**config.mk**
```make
export PLATFORM = sky130hd
export DESIGN_NAME = dmem_bridge
export DESIGN_NICKNAME = d
export VERILOG_FILES = /design/src/rtl/dmem_bridge.sv
export SDC_FILE = /design/constraint.sdc
export NUM_CORES = 1
export LEC_CHECK = 0
export CAP_MARGIN = 20
export CORE_ASPECT_RATIO = 1.1
export CORE_MARGIN = 4
export CORE_UTILIZATION = 33
export DETAILED_ROUTE_END_ITERATION = 16
export PLACE_DENSITY = 0.77
export SLEW_MARGIN = 15
export SYNTH_ARGS = -nofsm -noshare
export SYNTH_HDL_FRONTEND = slang
export SYNTH_SLANG_ARGS = --single-unit
```
**constraint.sdc**
```tcl
create_clock -name clk -period 1.26 [get_ports clk]
set_input_delay 0.315 -clock clk [delete_from_list [all_inputs] [get_ports clk]]
set_output_delay 0.315 -clock clk [all_outputs]
set_load 0.005 [all_outputs]
```
**src/rtl/dmem_bridge.sv**
```systemverilog
// Data-memory bus bridge: runs M-stage load/store requests as registered req/ack bus transactions.
// Optional watchdog (TIMEOUT, ERR_DATA, bus_err) is built only when DMEM_WDOG_EN is defined.
module dmem_bridge #(
    parameter int          TIMEOUT  = 255,
    parameter int          CNT_W    = 8,
    parameter logic [31:0] ERR_DATA = 32'hDEAD_BEEF
) (
    input  logic        clk,
    input  logic        reset,
    input  logic        mem_rd_M,
    input  logic        mem_wr_M,
    input  logic        stall_M,
    input  logic        flush_M,
    input  logic [31:0] alu_out_M,
    input  logic [31:0] write_data_M,
    input  logic [3:0]  byte_en_M,
    output logic [31:0] read_data_M,
    output logic        data_mem_ack,
    output logic        bus_req,
    output logic        bus_we,
    output logic [31:0] bus_addr,
    output logic [31:0] bus_wdata,
    output logic [3:0]  bus_be,
    input  logic [31:0] bus_rdata,
`ifdef DMEM_WDOG_EN
    output logic        bus_err,
`endif
    input  logic        bus_ack
);

    typedef enum logic [1:0] {S_IDLE, S_REQ, S_DONE} state_t;

    state_t      r_state;
    state_t      w_next;
    logic        w_start;
    logic        w_timeout;
    logic        r_bus_req;
    logic        r_bus_we;
    logic [31:0] r_bus_addr;
    logic [31:0] r_bus_wdata;
    logic [3:0]  r_bus_be;
    logic [31:0] r_read_data;
    logic        r_is_load;

    assign w_start = (mem_rd_M | mem_wr_M) & ~flush_M;

`ifdef DMEM_WDOG_EN
    logic [CNT_W-1:0] r_cnt;
    logic             r_err;

    // Fires on the TIMEOUT-th REQ cycle without an ack.
    assign w_timeout = (r_cnt == CNT_W'(TIMEOUT - 1));
    assign bus_err   = r_err;
`else
    assign w_timeout = 1'b0;
`endif

    always_ff @(posedge clk) begin
        if (!reset) begin
            r_state <= S_IDLE;
        end else begin
            r_state <= w_next;
        end
    end

    always_comb begin
        w_next = r_state;
        case (r_state)
            S_IDLE:  if (w_start) w_next = S_REQ;
            S_REQ:   if (bus_ack || w_timeout) w_next = S_DONE;
            S_DONE:  if (!stall_M || flush_M) w_next = S_IDLE;
            default: w_next = S_IDLE;
        endcase
    end

    always_comb begin
        data_mem_ack = 1'b1;
        case (r_state)
            S_IDLE:  data_mem_ack = ~(mem_rd_M | mem_wr_M) | flush_M;
            S_REQ:   data_mem_ack = 1'b0;
            default: data_mem_ack = 1'b1;
        endcase
    end

    always_ff @(posedge clk) begin
        if (!reset) begin
            r_bus_req   <= 1'b0;
            r_bus_we    <= 1'b0;
            r_bus_addr  <= '0;
            r_bus_wdata <= '0;
            r_bus_be    <= '0;
            r_read_data <= '0;
            r_is_load   <= 1'b0;
`ifdef DMEM_WDOG_EN
            r_cnt       <= '0;
            r_err       <= 1'b0;
`endif
        end else begin
            case (r_state)
                S_IDLE: begin
                    if (w_start) begin
                        r_bus_req   <= 1'b1;
                        r_bus_we    <= mem_wr_M;
                        r_bus_addr  <= {alu_out_M[31:2], 2'b00};
                        r_bus_wdata <= write_data_M;
                        r_bus_be    <= mem_rd_M ? 4'hF : byte_en_M;
                        r_is_load   <= mem_rd_M;
`ifdef DMEM_WDOG_EN
                        r_cnt       <= '0;
`endif
                    end
                end
                S_REQ: begin
                    // An ack on the timeout cycle still counts as a normal completion.
                    if (bus_ack) begin
                        r_bus_req <= 1'b0;
                        r_bus_we  <= 1'b0;
                        if (r_is_load) r_read_data <= bus_rdata;
                    end
`ifdef DMEM_WDOG_EN
                    else if (w_timeout) begin
                        r_bus_req <= 1'b0;
                        r_bus_we  <= 1'b0;
                        r_err     <= 1'b1;
                        if (r_is_load) r_read_data <= ERR_DATA;
                    end else begin
                        r_cnt <= r_cnt + 1'b1;
                    end
`endif
                end
                default: ;
            endcase
        end
    end

    assign bus_req     = r_bus_req;
    assign bus_we      = r_bus_we;
    assign bus_addr    = r_bus_addr;
    assign bus_wdata   = r_bus_wdata;
    assign bus_be      = r_bus_be;
    assign read_data_M = r_read_data;

endmodule

```
==> out/metrics.yaml <==
outcome:
  outcome: "finished with violations"
  violations: "setup timing"
flow_run:
  max-cap-violations: 0
synth:
  synthMuxAreaShare_pct: 15.5
  yosysMostFrequentCell: "nand2_1"
  synthCells: 448
  synthAdderAreaFrac_pct: 0
  yosysUniqueCellTypes: 25
  synth.cell_area_mm2: 0.00401
  synth_compound_area_share_pct: 8.15
  ys_ff_latch: 103
  synth_ff_type: "dfxtp_1"
  yosysWarnings: 0
  synth_top_cells_by_count: "190 x nand2_1, 103 x dfxtp_1, 62 x mux2i_1"
  yosys.area_share.simple_pct: 20.0
  synth.area.top_cells: "dfxtp_1 51%, nand2_1 18%, mux2i_1 15%"
  synth_xor_area_share_pct: 0
  netlist.top_cell.by_area: "dfxtp_1"
  synth_edf_count: 0
  synthArstFlopShare_pct: 0
  synth.top_cell.area_share_pct: 51.5
  synth_top_family_by_area: "simple AND/OR/NAND/NOR gates"
  avgSynthCellArea_um2: 8.95
  ys_seq_area_share_pct: 51.5
power_and_ir_drop:
  fin_total_pwr_w: 0.00739
  ir_drop_v: 0.000568
  power.leakage_nw: 3.04
  cellPowerDensity_mw_per_mm2: 1050
sta:
  fmax_mhz: 719
  setup_violations: 89
  rsz0062_at_grt: "yes"
  fin_skew_ps: 10.3
  drv_slew: 0
  finalHoldViolCount: 0
  finalCriticalPeriod_ps: 1390
  fin_ws_ps: -132
  fin_crit_sh_pct: 110
clocking:
  cts_tree: "built"
  root_buffer: "clkbuf_16"
  cts_made_buffers: 9
  cts_buffer_depth: 2
  htree_levels: 3
  clk_pin_slew_ps: 70
  clk_latency_ps: 330
  cts_sinks: 103
worst_setup_path:
  cp_slowest_cell: "clkdlybuf4s50_1"
  cp-end-kind: "register"
  worstPathMaxFanout: 8
  reg2reg_from: "r_state[0]$_SDFFE_PN0P_"
  crit_family: "buffers and inverters"
  ff2ff_setup_slack_ps: -110
  crit_buf_inv: 3
  crit_arrival_ps: 1650
  cpPeakStageDelay_ps: 530
  required_ps: 1520
  cp_cell_sequence: "clkdlybuf4s50_1 -> and4b_4 -> buf_6 -> clkbuf_16 -> nand2_2 -> a21boi_1"
  rr_worst_depth: 7
  crit_path_start_kind: "primary input"
  r2r_end: "read_data_M[18]$_SDFFE_PN0P_"
  crit_type: "in2reg"
final_layout:
  layout-drive-gt1-share_pct: 20.6
  num-nets-final: 773
  antennaDiodeCount: 0
  syn_to_final_growth_pct: 74.9
drt:
  drtIter0Drc: 121
  post-route-drc-count: 0
  routedWlPerCell_um: 15.4
  vias: 3820
  routed_via_density: 4.65
  drt_first_pass_iters: 4
  totalWireLength_mm: 12.6
  final_antenna_net_count: 0
placement:
  dp_hpwl_mm: 8.55
  io_buffers: 205
  pre_cts_ws_ps: -765
  gp_congestion: 0.836
grt:
  grt-ovfl-total: 0
  grt_use_total_pct: 16.9
  grt_pass1_wl_mm: 19.0
  antenna_found_initial: 0
  grt_pass1_vias: 3873
  grt_max_degree: 50
die:
  io_pins: 210
  start_util_pct: 34.3
  die_area_mm2: 0.0140
  dieHeight_um: 124
  rows: 41
  coreArea_mm2: 0.0117
  die_x_um: 113
hold_path:
  hold-path-cell-count: 2
  min_to: "read_data_M[8]$_SDFFE_PN0P_"
  min-delay-start: "reset"
  holdCritPathClass: "in2reg"
==> power breakdown <==
| part | switching, W | leakage [nW] | total, W | internal (W) |
|---|---|---|---|---|
| sequential | 0.0000946 | 0.848 | 0.00353 | 0.00344 |
| clock | 0.00117 | 0.118 | 0.00251 | 0.00134 |
| combinational | 0.000525 | 2.08 | 0.00135 | 0.000828 |
==> layer usage <==
layer / part of all wire (%) / vias to the layer above / global-route usage (%)
li1: - / 1883 / -
met1: 39 / 1774 / 18.4
met2: 52 / 149 / 30.9
met3: 7.7 / 14 / 6.32
met4: 1.1 / 0 / 4.58
met5: 0 / - / 0
==> registers in the layout, indices dropped and copies added, names as in the netlist <==
register / flops
bus_wdata: 32
read_data_M: 32
bus_addr: 30
bus_be: 4
r_state: 2
bus_req: 1
bus_we: 1
r_is_load: 1
==> worst max path at each step <==
stage                                       start                      endpoint  slack (ps)  cells past startpoint
after floorplan           r_state[1]$_SDFFE_PN0P_     bus_wdata[1]$_SDFFE_PN0P_         -30                      6
after global placement                   mem_rd_M                  data_mem_ack        -760                      5
after detailed placement                 mem_rd_M                  data_mem_ack        -760                      5
after CTS                 r_state[0]$_SDFFE_PN0P_     bus_addr[23]$_SDFFE_PN0P_        -200                      7
after global routing      r_state[0]$_SDFFE_PN0P_   read_data_M[9]$_SDFFE_PN0P_        -190                      7
final                                     bus_ack  read_data_M[18]$_SDFFE_PN0P_        -130                      6
==> cells in the final DEF, fill, tap and decap left out, drive strengths merged, types with 2 or more instances in the layout <==
| master | Yosys | routed |
|---|---|---|
| nand2 | 190 | 190 |
| dfxtp | 103 | 103 |
| clkdlybuf4s50 | 0 | 100 |
| mux2i | 62 | 62 |
| clkdlybuf4s15 | 0 | 48 |
| dlygate4sd2 | 0 | 38 |
| buf | 14 | 36 |
| a21boi | 33 | 33 |
| clkbuf | 21 | 29 |
| o221a | 4 | 4 |
| nand3 | 4 | 4 |
| clkinvlp | 0 | 4 |
| o21ai | 3 | 3 |
| nor2 | 3 | 3 |
| and2b | 1 | 2 |
| nand3b | 2 | 2 |
| conb | 1 | 2 |
==> timing repair <==
action | in CTS | in global routing
resized for setup | 159 | 169
endpoints found under the hold margin | 0 | 0
hold buffers | 0 | 0
setup endpoints to repair | 177 | 165
cloned | 10 | 1
setup buffers | 15 | 4
pin swaps | 7 | 50
==> metrics by stage <==
step / setup TNS (ps) / util (%) / instances / area (um2) / hold slack (ps)
3_3_place_gp: -45950 / 53.9 / 786 / 6300 / 441
2_1_floorplan: -190 / - / 449 / 4030 / 437
5_1_grt: -13430 / 59.9 / 821 / 7010 / 377
6_report: -5850 / 59.9 / 821 / 7010 / 379
4_1_cts: -14300 / 59.3 / 826 / 6930 / 369
3_5_place_dp: -51190 / 53.9 / 786 / 6300 / 449
==> cell type report <==
type | count | area (um2)
Clock buffer | 11 | 233
Tap cell | 150 | 188
Inverter | 1 | 3.75
Timing Repair Buffer | 240 | 2440
Sequential cell | 103 | 2080
Multi-Input combinational cell | 311 | 2020
Fill cell | 993 | 4690
Clock inverter | 5 | 35.0
==> cell families after synthesis <==
kind of cell           after synthesis
AO/OA/AOI/OAI                       42
AND/OR/NAND/NOR                    204
flip-flops                         103
buffers and inverters               36
other                                1
multiplexers                        62
Power figures use the tool's default switching activity.
